$ cat src/rtl/i2c_apb_sequencer_if.sv
// Client request/response and APB master signals of the I2C APB sequencer.
interface i2c_apb_sequencer_if;
  logic       req_valid;
  logic       req_ready;
  logic       req_rw;
  logic [7:0] req_addr;
  logic [7:0] req_data;
  logic [7:0] cfg_prescale;
  logic       done;
  logic       err_nack;
  logic       err_timeout;
  logic [7:0] rdata;
  logic       PSELx;
  logic       PENABLE;
  logic       PWRITE;
  logic [7:0] PADDR;
  logic [7:0] PWDATA;
  logic [7:0] PRDATA;
  logic       PREADY;

  // Sequencer side: serves the client, masters the APB bus.
  modport master (
    input  req_valid, req_rw, req_addr, req_data, cfg_prescale, PRDATA, PREADY,
    output req_ready, done, err_nack, err_timeout, rdata,
           PSELx, PENABLE, PWRITE, PADDR, PWDATA
  );

  // Environment side: client plus APB register block.
  modport slave (
    output req_valid, req_rw, req_addr, req_data, cfg_prescale, PRDATA, PREADY,
    input  req_ready, done, err_nack, err_timeout, rdata,
           PSELx, PENABLE, PWRITE, PADDR, PWDATA
  );
endinterface

$ cat src/rtl/i2c_apb_sequencer.sv
// APB master turning single-byte I2C requests into the I2C register access sequence.
module i2c_apb_sequencer #(
  parameter int unsigned POLL_LIMIT = 255
) (
  input logic                 PCLK,
  input logic                 PRESETn,
  i2c_apb_sequencer_if.master bus
);

  localparam logic [7:0] A_PRESC  = 8'h20;
  localparam logic [7:0] A_ADDR   = 8'h40;
  localparam logic [7:0] A_STATUS = 8'h60;
  localparam logic [7:0] A_TX     = 8'h80;
  localparam logic [7:0] A_RX     = 8'hA0;
  localparam logic [7:0] A_CMD    = 8'hC0;
  localparam logic [7:0] LAST_POLL = 8'(POLL_LIMIT - 1);

  typedef enum logic [3:0] {
    S_IDLE, S_PRESC, S_ADDR, S_POLL_TX, S_TXDATA,
    S_CMD, S_POLL_DONE, S_RXDATA, S_DONE
  } state_t;

  typedef enum logic [1:0] {P_SETUP, P_ACCESS, P_GAP} phase_t;

  typedef struct packed {
    logic       wr;
    logic [7:0] addr;
    logic [7:0] wdata;
  } xfer_t;

  state_t     state_q, state_d;
  phase_t     phase_q, phase_d;
  logic       rw_q, rw_d;
  logic [7:0] addr_q, addr_d;
  logic [7:0] data_q, data_d;
  logic [7:0] presc_q, presc_d;
  logic       presc_wr_q, presc_wr_d;
  logic [7:0] last_presc_q, last_presc_d;
  logic [7:0] poll_cnt_q, poll_cnt_d;
  xfer_t      xfer_q, xfer_d;
  logic [7:0] rdata_q, rdata_d;
  logic       nack_q, nack_d;
  logic       tmo_q, tmo_d;
  logic       load_x;

  logic st_nack, st_busy, st_rxempty, st_txfull;
  assign st_nack    = bus.PRDATA[3];
  assign st_busy    = bus.PRDATA[2];
  assign st_rxempty = bus.PRDATA[1];
  assign st_txfull  = bus.PRDATA[0];

  // Address, data and direction of the transfer issued in a given main state.
  function automatic xfer_t xfer_of(input state_t s, input logic rw,
                                    input logic [7:0] a, input logic [7:0] d,
                                    input logic [7:0] p);
    xfer_t x;
    x = '0;
    case (s)
      S_PRESC:     begin x.wr = 1'b1; x.addr = A_PRESC; x.wdata = p; end
      S_ADDR:      begin x.wr = 1'b1; x.addr = A_ADDR;  x.wdata = a; end
      S_POLL_TX,
      S_POLL_DONE: x.addr = A_STATUS;
      S_TXDATA:    begin x.wr = 1'b1; x.addr = A_TX;    x.wdata = d; end
      S_CMD:       begin x.wr = 1'b1; x.addr = A_CMD;   x.wdata = rw ? 8'hC0 : 8'h80; end
      S_RXDATA:    x.addr = A_RX;
      default:     x = '0;
    endcase
    return x;
  endfunction

  // State and datapath registers.
  always_ff @(posedge PCLK or negedge PRESETn) begin
    if (!PRESETn) begin
      state_q      <= S_IDLE;
      phase_q      <= P_SETUP;
      rw_q         <= 1'b0;
      addr_q       <= '0;
      data_q       <= '0;
      presc_q      <= '0;
      presc_wr_q   <= 1'b0;
      last_presc_q <= '0;
      poll_cnt_q   <= '0;
      xfer_q       <= '0;
      rdata_q      <= '0;
      nack_q       <= 1'b0;
      tmo_q        <= 1'b0;
    end else begin
      state_q      <= state_d;
      phase_q      <= phase_d;
      rw_q         <= rw_d;
      addr_q       <= addr_d;
      data_q       <= data_d;
      presc_q      <= presc_d;
      presc_wr_q   <= presc_wr_d;
      last_presc_q <= last_presc_d;
      poll_cnt_q   <= poll_cnt_d;
      xfer_q       <= xfer_d;
      rdata_q      <= rdata_d;
      nack_q       <= nack_d;
      tmo_q        <= tmo_d;
    end
  end

  // Next-state logic. The next main state is chosen when ACCESS completes so
  // the following GAP cycle already belongs to it; this lets the last GAP be DONE.
  always_comb begin
    state_d      = state_q;
    phase_d      = phase_q;
    rw_d         = rw_q;
    addr_d       = addr_q;
    data_d       = data_q;
    presc_d      = presc_q;
    presc_wr_d   = presc_wr_q;
    last_presc_d = last_presc_q;
    poll_cnt_d   = poll_cnt_q;
    rdata_d      = rdata_q;
    nack_d       = nack_q;
    tmo_d        = tmo_q;
    load_x       = 1'b0;
    case (state_q)
      S_IDLE: begin
        if (bus.req_valid) begin
          rw_d    = bus.req_rw;
          addr_d  = bus.req_addr;
          data_d  = bus.req_data;
          presc_d = bus.cfg_prescale;
          nack_d  = 1'b0;
          tmo_d   = 1'b0;
          state_d = (!presc_wr_q || bus.cfg_prescale != last_presc_q) ? S_PRESC : S_ADDR;
          phase_d = P_SETUP;
          load_x  = 1'b1;
        end
      end
      S_DONE: state_d = S_IDLE;
      default: begin
        case (phase_q)
          P_SETUP: phase_d = P_ACCESS;
          P_ACCESS: begin
            if (bus.PREADY) begin
              phase_d    = P_GAP;
              poll_cnt_d = '0;
              case (state_q)
                S_PRESC: begin
                  state_d      = S_ADDR;
                  presc_wr_d   = 1'b1;
                  last_presc_d = presc_q;
                end
                S_ADDR: state_d = S_POLL_TX;
                S_POLL_TX: begin
                  if (!st_busy && (rw_q || !st_txfull)) begin
                    state_d = rw_q ? S_CMD : S_TXDATA;
                  end else if (poll_cnt_q == LAST_POLL) begin
                    state_d = S_DONE;
                    tmo_d   = 1'b1;
                  end else begin
                    poll_cnt_d = poll_cnt_q + 8'd1;
                  end
                end
                S_TXDATA: state_d = S_CMD;
                S_CMD:    state_d = S_POLL_DONE;
                S_POLL_DONE: begin
                  nack_d = st_nack;
                  if (!st_busy && (!rw_q || !st_rxempty || st_nack)) begin
                    state_d = (rw_q && !st_nack) ? S_RXDATA : S_DONE;
                  end else if (poll_cnt_q == LAST_POLL) begin
                    state_d = S_DONE;
                    tmo_d   = 1'b1;
                  end else begin
                    poll_cnt_d = poll_cnt_q + 8'd1;
                  end
                end
                S_RXDATA: begin
                  rdata_d = bus.PRDATA;
                  state_d = S_DONE;
                end
                default: ;
              endcase
            end
          end
          default: begin
            phase_d = P_SETUP;
            load_x  = 1'b1;
          end
        endcase
      end
    endcase
    // At acceptance the request fields are not yet latched, so use the live inputs.
    if (load_x) begin
      if (state_q == S_IDLE) begin
        xfer_d = xfer_of(state_d, bus.req_rw, bus.req_addr, bus.req_data, bus.cfg_prescale);
      end else begin
        xfer_d = xfer_of(state_d, rw_q, addr_q, data_q, presc_q);
      end
    end else begin
      xfer_d = xfer_q;
    end
  end

  // Outputs; select/enable decode from reset-cleared state so they drop asynchronously.
  always_comb begin
    bus.req_ready   = (state_q == S_IDLE);
    bus.done        = (state_q == S_DONE);
    bus.err_nack    = (state_q == S_DONE) && nack_q;
    bus.err_timeout = (state_q == S_DONE) && tmo_q;
    bus.rdata       = rdata_q;
    bus.PSELx       = 1'b0;
    bus.PENABLE     = 1'b0;
    if (state_q != S_IDLE && state_q != S_DONE) begin
      bus.PSELx   = (phase_q == P_SETUP) || (phase_q == P_ACCESS);
      bus.PENABLE = (phase_q == P_ACCESS);
    end
    bus.PWRITE = xfer_q.wr;
    bus.PADDR  = xfer_q.addr;
    bus.PWDATA = xfer_q.wdata;
  end

endmodule

$ cat src/flat_wrapper.sv
// flat-port wrapper written by rule: the top's interface ports become plain ports
module i2c_apb_sequencer_flat 
#(
  parameter int unsigned POLL_LIMIT = 255
)
  (PCLK, PRESETn, bus_req_valid, bus_req_rw, bus_req_addr, bus_req_data, bus_cfg_prescale, bus_PRDATA, bus_PREADY, bus_req_ready, bus_done, bus_err_nack, bus_err_timeout, bus_rdata, bus_PSELx, bus_PENABLE, bus_PWRITE, bus_PADDR, bus_PWDATA);
  i2c_apb_sequencer_if bus_i ();
  input logic PCLK;
  input logic PRESETn;
  input wire logic [$bits(bus_i.req_valid)-1:0] bus_req_valid;
  input wire logic [$bits(bus_i.req_rw)-1:0] bus_req_rw;
  input wire logic [$bits(bus_i.req_addr)-1:0] bus_req_addr;
  input wire logic [$bits(bus_i.req_data)-1:0] bus_req_data;
  input wire logic [$bits(bus_i.cfg_prescale)-1:0] bus_cfg_prescale;
  input wire logic [$bits(bus_i.PRDATA)-1:0] bus_PRDATA;
  input wire logic [$bits(bus_i.PREADY)-1:0] bus_PREADY;
  output wire logic [$bits(bus_i.req_ready)-1:0] bus_req_ready;
  output wire logic [$bits(bus_i.done)-1:0] bus_done;
  output wire logic [$bits(bus_i.err_nack)-1:0] bus_err_nack;
  output wire logic [$bits(bus_i.err_timeout)-1:0] bus_err_timeout;
  output wire logic [$bits(bus_i.rdata)-1:0] bus_rdata;
  output wire logic [$bits(bus_i.PSELx)-1:0] bus_PSELx;
  output wire logic [$bits(bus_i.PENABLE)-1:0] bus_PENABLE;
  output wire logic [$bits(bus_i.PWRITE)-1:0] bus_PWRITE;
  output wire logic [$bits(bus_i.PADDR)-1:0] bus_PADDR;
  output wire logic [$bits(bus_i.PWDATA)-1:0] bus_PWDATA;
  assign bus_i.req_valid = bus_req_valid;
  assign bus_i.req_rw = bus_req_rw;
  assign bus_i.req_addr = bus_req_addr;
  assign bus_i.req_data = bus_req_data;
  assign bus_i.cfg_prescale = bus_cfg_prescale;
  assign bus_i.PRDATA = bus_PRDATA;
  assign bus_i.PREADY = bus_PREADY;
  assign bus_req_ready = bus_i.req_ready;
  assign bus_done = bus_i.done;
  assign bus_err_nack = bus_i.err_nack;
  assign bus_err_timeout = bus_i.err_timeout;
  assign bus_rdata = bus_i.rdata;
  assign bus_PSELx = bus_i.PSELx;
  assign bus_PENABLE = bus_i.PENABLE;
  assign bus_PWRITE = bus_i.PWRITE;
  assign bus_PADDR = bus_i.PADDR;
  assign bus_PWDATA = bus_i.PWDATA;
  i2c_apb_sequencer #(.POLL_LIMIT(POLL_LIMIT)) u_core (.PCLK(PCLK), .PRESETn(PRESETn), .bus(bus_i));
endmodule
$ cat config.mk
export PLATFORM = sky130hd
export DESIGN_NAME = i2c_apb_sequencer_flat
export DESIGN_NICKNAME = d
export VERILOG_FILES = /design/src/rtl/i2c_apb_sequencer_if.sv /design/src/rtl/i2c_apb_sequencer.sv /design/src/flat_wrapper.sv
export SDC_FILE = /design/constraint.sdc
export NUM_CORES = 1
export LEC_CHECK = 0
export CORE_MARGIN = 2
export CORE_UTILIZATION = 47
export CTS_CLUSTER_SIZE = 12
export DETAILED_ROUTE_END_ITERATION = 7
export PLACE_DENSITY_LB_ADDON = 0.05
export SLEW_MARGIN = 20
export SYNTH_ARGS = -nofsm -noshare
export SYNTH_HDL_FRONTEND = slang
export SYNTH_SLANG_ARGS = --single-unit
$ cat constraint.sdc
create_clock -name PCLK -period 2.4 [get_ports PCLK]
set_input_delay 0.6 -clock PCLK [delete_from_list [all_inputs] [get_ports PCLK]]
set_output_delay 0.6 -clock PCLK [all_outputs]
set_load 0.05 [all_outputs]
# Word-level counts from Yosys, hierarchy flattened
# Cells that the tools add are included.
# totals
in_bits	37
wordCells	119
ff_bits	75
out_inout_bits	31
# op_classes
n_reduce_logical	35
n_addsub	1
eq_ne	23
n_mux	43
bitwise	2
# op_table
op	count
case mux 8 bit (4 select lines)	2
case mux 8 bit (6 select lines)	1
equality test 4 x 3 -> 1 bit, second input constant	8
two-way mux 8 bit	4
two-way mux 4 bit	7
case mux 4 bit (7 select lines)	1
equality test 4 x 2 -> 1 bit, second input constant	4
case mux 8 bit (2 select lines)	1
two-way mux 1 bit	15
two-way mux 7 bit	2
inequality test 3 bit, second input constant	3
adder 8 x 1 -> 8 bit, second input constant	1
equality test 4 x 1 -> 1 bit, second input constant	2
equality test 8 bit, second input constant	1
inequality test 8 bit	1
case mux 1 bit (2 select lines)	4
case mux 2 bit (2 select lines)	2
case mux 4 bit (2 select lines)	1
AND reduction 4 bit	2
AND reduction 7 bit	1
logical AND 1 bit	6
logical NOT 1 bit	6
two-way mux 2 bit	3
AND reduction 3 bit	2
other kinds (15)	24

# Longest topological paths before layout
# Gate-level depths: netlist of the first run.
# depth
depth_word	12
ltp_mapped	13
ltp_nobuf	10

# Worst setup path before layout of the first run
# Ideal clock, no wire load.
# synth_path
kind	reg-to-output
startpoint	register u_core.state_q[2]
endpoint	output port bus_PENABLE
required_ns	1.800
stages_incl_launch_ff	5
path_buffers	1
slack_ns	-0.181
t_arrival_ns	1.981
cell_sequence	dfrtp_1 buf_1 nor3_4 nor2_1 and2_1
# synth_via
elab_chain_len	3
elab_cells_between_ends	4
cone_classes	1 x eq/ne; 1 x mux; 2 x reduce/logical
# synth_rtl
item	line_no	source
from (decl)	i2c_apb_sequencer.sv:31	state_t state_q, state_d;
from (signal assigned)	i2c_apb_sequencer.sv:88	state_q <= state_d;
inequality test 4 bit or nonzero test 4 bit (tied branches)	i2c_apb_sequencer.sv:208	if (state_q != S_IDLE && state_q != S_DONE) begin
logical AND 1 bit *	i2c_apb_sequencer.sv:208	
two-way mux 1 bit *	i2c_apb_sequencer.sv:208	
to (decl)	flat_wrapper.sv:23	output wire logic [$bits(bus_i.PENABLE)-1:0] bus_PENABLE;
# Mark *: on every way between the ends. The rest lies on a longest branch, timed or not.

# Worst setup path in the final report of the first run
# layout_path
startpoint	register u_core.state_q[0]
endpoint	register u_core.xfer_q (netlist bit u_core.bus.PWDATA[6])
# layout_via
elab_chain_len	9
elab_cells_between_ends	25
cone_classes	12 x eq/ne; 12 x mux; 1 x reduce/logical
# layout_rtl
item	line_no	source
two-way mux 4 bit	i2c_apb_sequencer.sv:152, i2c_apb_sequencer.sv:165	
two-way mux 4 bit, on equally long branches	i2c_apb_sequencer.sv:163, i2c_apb_sequencer.sv:150	
case mux 4 bit (7 select lines)	i2c_apb_sequencer.sv:142	case (state_q)
two-way mux 4 bit	i2c_apb_sequencer.sv:139	if (bus.PREADY) begin
two-way mux 4 bit	i2c_apb_sequencer.sv:136	case (phase_q)
case mux 4 bit (2 select lines)	i2c_apb_sequencer.sv:120	case (state_q)
equality test 4 x 3 -> 1 bit, or another cell as far along	i2c_apb_sequencer.sv:58	case (s)
case mux 8 bit (4 select lines)	i2c_apb_sequencer.sv:58	
two-way mux 8 bit	i2c_apb_sequencer.sv:189	if (state_q == S_IDLE) begin
to (signal assigned)	i2c_apb_sequencer.sv:97	xfer_q <= xfer_d;
to (decl)	i2c_apb_sequencer.sv:40	xfer_t xfer_q, xfer_d;
# Several ways; a longest one is shown, not always the timed one.
# A chain may end at the register's enable or synchronous reset.

==> results.txt, run 1 <==
Antenna violations before repair: 0
Average cell area after synthesis: 10.3 um^2
Uppermost layer routed: met4
Synth Area in Adders: 0.678%
Pwr Density: 1270 nW/um^2
1st-pass router iterations: 4
GRT Resource Usage Total: 25.6%
Fill cell count: 548
Routed wire length: 10900 um
Cell Area, Synth: 3690 um^2
Failing checks: setup timing
Routability congestion estimate: 0.888
Worst Slack Setup Final: -0.0912 ns
Chip Width: 92.7 um
Slew HR: 66.1%
Critical path type: flip-flop to flip-flop
Peak VDD IR: 696 uV
IO Count: 68
Via density: 5.55
Final Net Count: 546
Measured slew at the worst slew-check pin: 0.506 ns
Final slew viol count: 0
Final setup violation count: 8
Status: finished, violations left
Tmin final: 2.49 ns
Synth Register Bits: 70
Synth area leaders: dfrtp_1, mux2_2, nand2_1
Ys async rst share: 100%
RSZ-0062 raised after global routing: yes
Initial Util: 48.0%
First-pass GRT wire length: 17100 um
Port Buffer Count: 62
Met2 routed WL: 5680 um
Dominant synthesized flop cell: dfrtp_1
H-tree depth: 3
GRT overflow: 0
Vias in the first global route: 3507
Crit Reg-Reg Startpoint: u_core.state_q[0]
Largest family of logic cells by synthesized area: compound AO/OA/AOI/OAI gates
Setup crit end kind: flip-flop
Leak: 2.55 nW
Post-synth top area cell: dfrtp_1
Complex-gate fraction of the synthesized area: 18.4%
Mapped Cells: 358
Mux cell area share after synthesis: 8.81%
DP Wirelength: 7040 um
CTS buffer count: 9
Syn. warnings: 0
Met3 wire len: 497 um
Hold crit path type: input port to asynchronous set/reset pin
XOR/XNOR share of the synthesized area: 3.08%
Synth Area in Simple Gates: 17.2%
Max_cap viols: 0
Number of synthesized flops with an enable pin: 0
Area growth from synthesis to layout: 56.5%
Count of cell types in the netlist: 63
Final period util: 104%
DRC: 0
Placed cell area: 4990 um^2
ANT cells: 0
CTS Root Cell: clkbuf_8
Worst Path Required: 2.67 ns
Std-Cell Rows: 32
Critical path startpoint: u_core.state_q[0]
Share of layout cells above drive strength 1: 42.3%
CTS tree: built
Critical Path Source Type: flip-flop
Clock latency on the worst-skew pair: 0.35 ns
Crit path arrival time: 2.76 ns
Yosys top cell area share: 47.4%
Final instance area: 5780 um^2
CTS Sinks: 70
Clock skew: 0.00833 ns
Crit-path max FO: 5
Fmax: 0.401 GHz
Die area: 8580 um^2
Largest net degree at the start of global routing: 71
Die Span Y: 92.7 um
Initial DRC Count: 169
Max clock buf depth: 2
ANT nets after route: 0
Core Box Area: 7690 um^2
Post-Place Setup Slack: -0.711 ns
Seq/Total Area, Yosys: 47.4%
Drt wl/cell: 17.7 um
Final hold violation count: 0
Clock transition at path regs: 0.08 ns
Vias: 3401
DRT met1 WL: 4440 um
[power by group]
group | internal [W] | switching, W
clock network | 0.000609 | 0.000471
logic | 0.00197 | 0.00235
registers | 0.00164 | 0.000304
total | 0.00422 | 0.00312
[cells in the mapped netlist (all sizes together) (3+ instances only)]
library cell / instances
nand3: 8
a31oi: 3
o211ai: 4
nand2: 48
a211oi: 15
inv: 13
and2: 11
o311ai: 6
mux2: 28
a21oi: 9
nand4: 3
clkbuf: 6
a221oi: 9
nor2: 28
dfrtp: 70
o21ai: 28
xnor2: 11
o31ai: 3
and3: 3
and4bb: 3
buf: 13
[metal layers]
metal | up-vias | track usage [%]
li1 | 1594 | -
met1 | 1667 | 31.7
met2 | 110 | 45.0
met3 | 30 | 4.72
met4 | 0 | 8.82
met5 | - | 0
[timing repair]
action,in CTS,in global routing
setup endpoints to repair,16,15
setup buffers,6,4
cloned,4,1
resized for setup,72,38
hold buffers,0,0
pin swaps,27,24
[worst max-delay path, stage by stage (launching register included)]
cell and delay, ns:
dfrtp_1 0.47, buf_4 0.19, and2_1 0.22, a31oi_1 0.36
o221ai_4 0.21, or2b_4 0.37, nor2_4 0.26, a221oi_2 0.10
a211oi_2 0.22
[state kept, by name, summed over array words and instances, names as in the netlist, 2 cells and up]
register             count
u_core.addr_q            8
u_core.presc_q           8
u_core.state_q           4
u_core.bus.rdata         8
u_core.poll_cnt_q        8
u_core.bus.PADDR         3
u_core.data_q            8
u_core.bus.PWDATA        8
u_core.phase_q           2
u_core.last_presc_q      8
[final timing paths]
kind / cells past startpoint / endpoint / slack [ns]
worst max register to register: 8 / u_core.bus.PWDATA[6] / -0.09
worst min-delay path: 2 / u_core.poll_cnt_q[7] / 0.26
worst min register to register: 2 / u_core.bus.PADDR[5] / 0.48
max in group asynchronous: 2 / u_core.state_q[1] / 1.82
min in group PCLK: 2 / u_core.bus.PADDR[5] / 0.48
worst max-delay path: 8 / u_core.bus.PWDATA[6] / -0.09
[kinds of logic after synthesis]
group                      after synthesis
muxes                                   29
and+or+nand+nor                        120
xor gates and xnor gates                13
adders and majority gates                2
other                                    1
buffers and inverters                   32
AOI/OAI and AO/OA                       91
DFF                                     70
[layout make-up]
cell class	count	area [um^2]	share of cell area (%)
sequential	70	1750	30.3
tap	102	128	2.21
clock buffer	10	138	2.38
inverter	13	48.8	0.844
multi-input combinational	263	2240	38.7
timing repair buffer	150	1390	24.1
clock inverter	5	83.8	1.45
[placed cells by master (no fill, tap or decap), drive strengths merged, types with 2 or more instances in the layout]
| cell type | netlist | layout |
|---|---|---|
| o31ai | 3 | 3 |
| or2b | 1 | 2 |
| and3 | 3 | 3 |
| nand4 | 3 | 3 |
| inv | 13 | 13 |
| nor2b | 2 | 2 |
| o221ai | 2 | 2 |
| o2111ai | 2 | 2 |
| a21boi | 2 | 2 |
| o21ai | 28 | 29 |
| a21oi | 9 | 9 |
| nand3b | 2 | 2 |
| a211oi | 15 | 15 |
| nand2 | 48 | 48 |
| clkinvlp | 0 | 2 |
| a31oi | 3 | 3 |
| a221oi | 9 | 9 |
| bufinv | 0 | 2 |
| buf | 13 | 98 |
| o311ai | 6 | 6 |
| ha | 2 | 2 |
| nand2b | 2 | 2 |
| nor3 | 2 | 2 |
| nor2 | 28 | 29 |
| clkbuf | 6 | 10 |
| and4bb | 3 | 3 |
| conb | 1 | 5 |
| and2 | 11 | 11 |
| xor2 | 2 | 2 |
| o211ai | 4 | 4 |
| clkdlybuf4s50 | 0 | 41 |
| xnor2 | 11 | 11 |
| nand3 | 8 | 8 |
| mux2 | 28 | 28 |
| dfrtp | 70 | 70 |
| dlygate4sd2 | 0 | 11 |
[metrics by stage]
stage          hold WS, ns  total power [W]  instances  TNS, ns  utilization (%)
2_1_floorplan        0.304          0.00397        362   -0.279                -
3_3_place_gp         0.466          0.00524        583    -7.16             64.9
3_5_place_dp         0.468          0.00531        583    -7.76             64.9
4_1_cts              0.287          0.00693        608   -0.506             72.1
5_1_grt              0.279          0.00773        613    -1.08             75.2
6_report             0.255          0.00735        613   -0.471             75.2
Note: power is estimated with default switching activity, not from simulation.
==> run 2: changes to the inputs <==
--- a/config.mk
+++ b/config.mk
@@ -5,10 +5,13 @@
 export SDC_FILE = /design/constraint.sdc
 export NUM_CORES = 1
 export LEC_CHECK = 0
+export CELL_PAD_IN_SITES_DETAIL_PLACEMENT = 0
+export CELL_PAD_IN_SITES_GLOBAL_PLACEMENT = 2
 export CORE_MARGIN = 2
-export CORE_UTILIZATION = 47
+export CORE_UTILIZATION = 30
 export CTS_CLUSTER_SIZE = 12
 export DETAILED_ROUTE_END_ITERATION = 7
+export GPL_TIMING_DRIVEN = 1
 export PLACE_DENSITY_LB_ADDON = 0.05
 export SLEW_MARGIN = 20
 export SYNTH_ARGS = -nofsm -noshare
==> run 2 against run 1 <==
Compared with the run above: the run still ends with setup timing left; first-iteration DRC count decreased by 31%; core utilization decreased by 25 points; maximum frequency decreased by 2.0%; routed wire length increased by 4.1%; global-route usage decreased by 7.3 points; via count decreased by 3.4%; die area increased by 54%; critical path type is now input port to flip-flop; critical endpoint is now u_core.bus.PWDATA[0]; highest routed layer unchanged.
==> results.txt, run 2 (synthesis gave the netlist of run 1 again) <==
Status: finished, violations left
Failing checks: setup timing
1st-pass router iterations: 4
Crit-path slowest cell: or4b_4
CP endpoint: u_core.bus.PWDATA[0]
Placed cell area: 5040 um^2
H-tree depth: 3
GR Util met2: 31.7%
DRC: 0
Reg2reg setup slack: -0.14 ns
GRT met3 Usage: 3.32%
Commonest non-fill, non-tap cells in the layout: buf_4, dfrtp_1, nand2_1, clkdlybuf4s50_1, mux2_2
Leak: 2.67 nW
Area growth from synthesis to layout: 63.8%
Commonest non-fill, non-tap cell in the layout: buf_4
Register area: 1750 um^2
Busiest layer in global routing: met2
Initial Util: 30.7%
Worst Path Required: 2.65 ns
DP Wirelength: 8140 um
Max_cap viols: 0
Reg2reg end: u_core.bus.PWDATA[0]
Tmin final: 2.54 ns
Initial DRC Count: 116
Clock skew: 0.00420 ns
Multi-input gate area: 2230 um^2
Clock transition at path regs: 0.05 ns
Critical Path Source Type: input port
ANT cells: 0
ANT nets after route: 0
Clock latency on the worst-skew pair: 0.34 ns
Crit-path max cell delay: 0.55 ns
Final slew viol count: 0
Antenna violations before repair: 0
Final period util: 106%
Buf/Inv on CP: 2
Crit path arrival time: 2.79 ns
First-pass GRT wire length: 18100 um
Die Span Y: 115 um
Crit Reg-Reg Startpoint: u_core.rw_q
Share of layout cells above drive strength 1: 41.6%
CTS tree: built
Die area: 13200 um^2
CTS Root Cell: clkbuf_16
GRT overflow: 0
Via density: 4.95
Core Box Area: 12000 um^2
Critical path depth: 10
Final Net Count: 551
Routability congestion estimate: 0.784
RSZ-0062 raised after global routing: yes
Worst Reg-to-Reg Cells: 9
Crit-path max FO: 5
Vias: 3285
GRT Resource Usage Total: 18.3%
Met1 global-route usage: 22.1%
Final core utilization: 50.4%
Chip Width: 115 um
Vias in the first global route: 3416
Fmax: 0.393 GHz
Worst path top cell family by delay: simple AND/OR/NAND/NOR gates
Fill cell count: 1146
Largest net degree at the start of global routing: 26
Pwr Density: 1290 nW/um^2
Std-Cell Rows: 40
Hold crit path type: input port to asynchronous set/reset pin
Final hold violation count: 0
CTS Sinks: 70
Routed wire length: 11300 um
Final setup violation count: 9
Measured slew at the worst slew-check pin: 0.602 ns
Critical path type: input port to flip-flop
CTS buffer count: 9
Crit-path cells: buf_2, or4b_4, and2_4, o221ai_4, o221ai_4, or2b_4, buf_4, o311ai_4, a211oi_2, a211oi_2
Setup crit end kind: flip-flop
IO Count: 68
Peak VDD IR: 395 uV
Max clock buf depth: 2
Drt wl/cell: 17.0 um
Worst Slack Setup Final: -0.143 ns
Final instance area: 6050 um^2
Port Buffer Count: 62
Critical path startpoint: bus_PRDATA[2]
Slew HR: 59.8%
## run 2: cell count changes in the layout (fill, tap and decap cells not counted), sizes merged
cell,change
clkdlybuf4s50,+1
clkbuf,+3
bufinv,-1
buf,+5
o21ai,-1
bufbuf,+1
clkdlybuf4s15,+1
clkinvlp,-1
dlygate4sd2,-2
## run 2: how the worst min path moves through the flow
stage / end / slack (ns) / depth (start not counted)
after floorplan: u_core.addr_q[0] / 0.30 / 0
final: u_core.bus.PWRITE / 0.26 / 1
after global placement: u_core.presc_wr_q / 0.45 / 1
after CTS: u_core.bus.PWRITE / 0.29 / 1
after global routing: u_core.data_q[0] / 0.31 / 1
after detailed placement: u_core.presc_wr_q / 0.46 / 1
## run 2: layout make-up
class,count,share of cell area (%)
clock buffer,13,4.30
clock inverter,3,0.703
inverter,13,0.807
multi-input combinational,262,36.9
sequential,70,29.0
tap,147,3.04
timing repair buffer,156,25.2
## run 2: repair_timing
action	in CTS	in global routing
gates resized for setup	71	40
pin swaps	25	20
endpoints found under the setup margin	12	15
buffers inserted	11	12
gates cloned	4	0
hold buffers	0	0
endpoints found under the hold margin	0	0
## run 2: report_power, final
part,internal [W],switching (W)
clock,0.000860,0.000511
combinational,0.00213,0.00238
sequential,0.00164,0.000282
## run 2: stage by stage
step                      hold slack [ns]  instances  TNS [ns]  total power, W  setup slack (ns)
after floorplan                     0.304        362    -0.279         0.00397           -0.0453
after global placement              0.452        621     -8.49         0.00533            -0.884
after detailed placement            0.460        621     -9.18         0.00537            -0.945
after CTS                           0.287        652    -0.752         0.00748            -0.128
after global routing                0.310        664     -1.92         0.00827            -0.258
final                               0.264        664    -0.849         0.00780            -0.143
## run 2: layer usage
| layer | part of all wire [%] | wire length (um) |
|---|---|---|
| met5 | 0 | 0 |
| met2 | 52 | 5860 |
| met4 | 2.0 | 229 |
| met1 | 44 | 4930 |
| met3 | 2.6 | 297 |
==> run 3: changes to the inputs <==
--- a/config.mk
+++ b/config.mk
@@ -13,6 +13,7 @@
 export DETAILED_ROUTE_END_ITERATION = 7
 export GPL_TIMING_DRIVEN = 1
 export PLACE_DENSITY_LB_ADDON = 0.05
+export RECOVER_POWER = 25
 export SLEW_MARGIN = 20
 export SYNTH_ARGS = -nofsm -noshare
 export SYNTH_HDL_FRONTEND = slang
==> run 3 against run 2 <==
Compared with the run above: the flow still finishes with violations (setup timing); clock power about the same; sequential power about the same; flip-flop and latch count is the same; critical path depth unchanged.
==> results.txt, run 3 (synthesis gave the netlist of run 1 again) <==
Status: finished, violations left
Failing checks: setup timing
CTS tree: built
Largest net degree at the start of global routing: 26
Final slew viol count: 0
Worst Slack Setup Final: -0.143 ns
Post-Place Setup Slack: -0.945 ns
Slew HR: 7.27%
Final instance area: 6030 um^2
GRT met3 Usage: 3.32%
Clock transition at path regs: 0.05 ns
Setup crit end kind: flip-flop
DRC: 0
Pwr Density: 1290 nW/um^2
Die area: 13200 um^2
Final period util: 106%
GRT Resource Usage Total: 18.3%
Reg2reg setup slack: -0.14 ns
Final hold violation count: 0
Crit-path max FO: 5
Max_cap viols: 0
IO Count: 68
Routability congestion estimate: 0.784
Busiest layer in global routing: met2
Antenna violations before repair: 0
Crit-path slowest cell: or4b_4
Std-Cell Rows: 40
Hold_ws: 0.480 ns
Final Net Count: 551
Die Span Y: 115 um
Chip Width: 115 um
First-pass GRT wire length: 18100 um
ANT nets after route: 0
GRT overflow: 0
Via density: 4.96
H-tree depth: 3
Placed cell area: 5040 um^2
Core Box Area: 12000 um^2
Routed wire length: 11300 um
Crit-path max cell delay: 0.55 ns
Vias in the first global route: 3416
CTS buffer count: 9
DP Wirelength: 8140 um
Crit path arrival time: 2.79 ns
Tmin final: 2.54 ns
GR Util met2: 31.7%
Commonest non-fill, non-tap cell in the layout: buf_4
Fmax: 0.393 GHz
Critical path type: input port to flip-flop
Port Buffer Count: 62
ANT cells: 0
Met1 global-route usage: 22.1%
Worst Path Required: 2.65 ns
Clock latency on the worst-skew pair: 0.34 ns
Hold crit path type: flip-flop to flip-flop
RSZ-0062 raised after global routing: yes
Area growth from synthesis to layout: 63.3%
Worst path top cell family by delay: simple AND/OR/NAND/NOR gates
1st-pass router iterations: 4
Crit-path cells: buf_2, or4b_4, and2_4, o221ai_4, o221ai_4, or2b_4, buf_4, o311ai_4, a211oi_2, a211oi_2
Vias: 3293
Drt wl/cell: 17.1 um
Leak: 2.66 nW
Peak VDD IR: 395 uV
Clock skew: 0.00407 ns
Critical Path Source Type: input port
Initial Util: 30.7%
Share of layout cells above drive strength 1: 41.4%
Initial DRC Count: 77
Max clock buf depth: 2
Final setup violation count: 9
Commonest non-fill, non-tap cells in the layout: buf_4, dfrtp_1, nand2_1, clkdlybuf4s50_1, mux2_2
CTS Sinks: 70
Hold Buf Count CTS: 0
Buf/Inv on CP: 2
Measured slew at the worst slew-check pin: 1.39 ns
CTS Root Cell: clkbuf_16
## run 3: cell count changes in the layout (fill, tap and decap cells not counted)
cell	previous run	this run
buf_12	13	12
clkbuf_2	0	1
buf_2	3	2
clkbuf_1	2	3
## run 3: layout make-up
type	instances	area, um^2
clock buffer	13	260
inverter	13	48.8
multi-input combinational	262	2230
tap	147	184
clock inverter	3	42.5
sequential	70	1750
timing repair buffer	156	1510
fill	1149	5980
## run 3: power breakdown
group / internal [W] / switching, W
clock network: 0.000860 / 0.000509
logic: 0.00212 / 0.00238
registers: 0.00164 / 0.000282
total: 0.00463 / 0.00317
## run 3: worst paths after layout
| check | startpoint | end | cells after the start |
|---|---|---|---|
| hold / removal | u_core.bus.PADDR[5] | u_core.bus.PADDR[5] | 2 |
| setup reg to reg | u_core.rw_q | u_core.bus.PWDATA[0] | 9 |
| min in group asynchronous | PRESETn | u_core.bus.PWRITE | 1 |
| max in group asynchronous | PRESETn | u_core.presc_wr_q | 2 |
| hold reg to reg | u_core.bus.PADDR[5] | u_core.bus.PADDR[5] | 2 |
| setup / recovery | bus_PRDATA[2] | u_core.bus.PWDATA[0] | 10 |
## run 3: per-layer routing
layer	part of all wire (%)	routed length, um
met5	0	0
met4	1.9	215
met3	2.6	300
met2	52	5890
met1	43	4920
## run 3: worst register-to-register path: cells and delay by family, from the launching register on
family          cells  cell delay [ns]
simple gates        3             1.07
buf+inv             1             0.17
compound gates      5             0.82
flops               1             0.40
## run 3: stage by stage
stage	std cells	util (%)	TNS (ns)	power [W]
after floorplan	362	-	-0.279	0.00397
after global placement	621	42.0	-8.49	0.00533
after detailed placement	621	42.0	-9.18	0.00537
after CTS	652	47.9	-0.752	0.00748
after global routing	664	50.2	-1.92	0.00827
final	664	50.2	-0.861	0.00780
## run 3: repair_timing
| item | 4_1_cts | 5_1_grt |
|---|---|---|
| pin swaps | 25 | 20 |
| gates resized for setup | 71 | 40 |
| cloned | 4 | 0 |
| endpoints found under the setup margin | 12 | 15 |
| setup buffers | 11 | 12 |
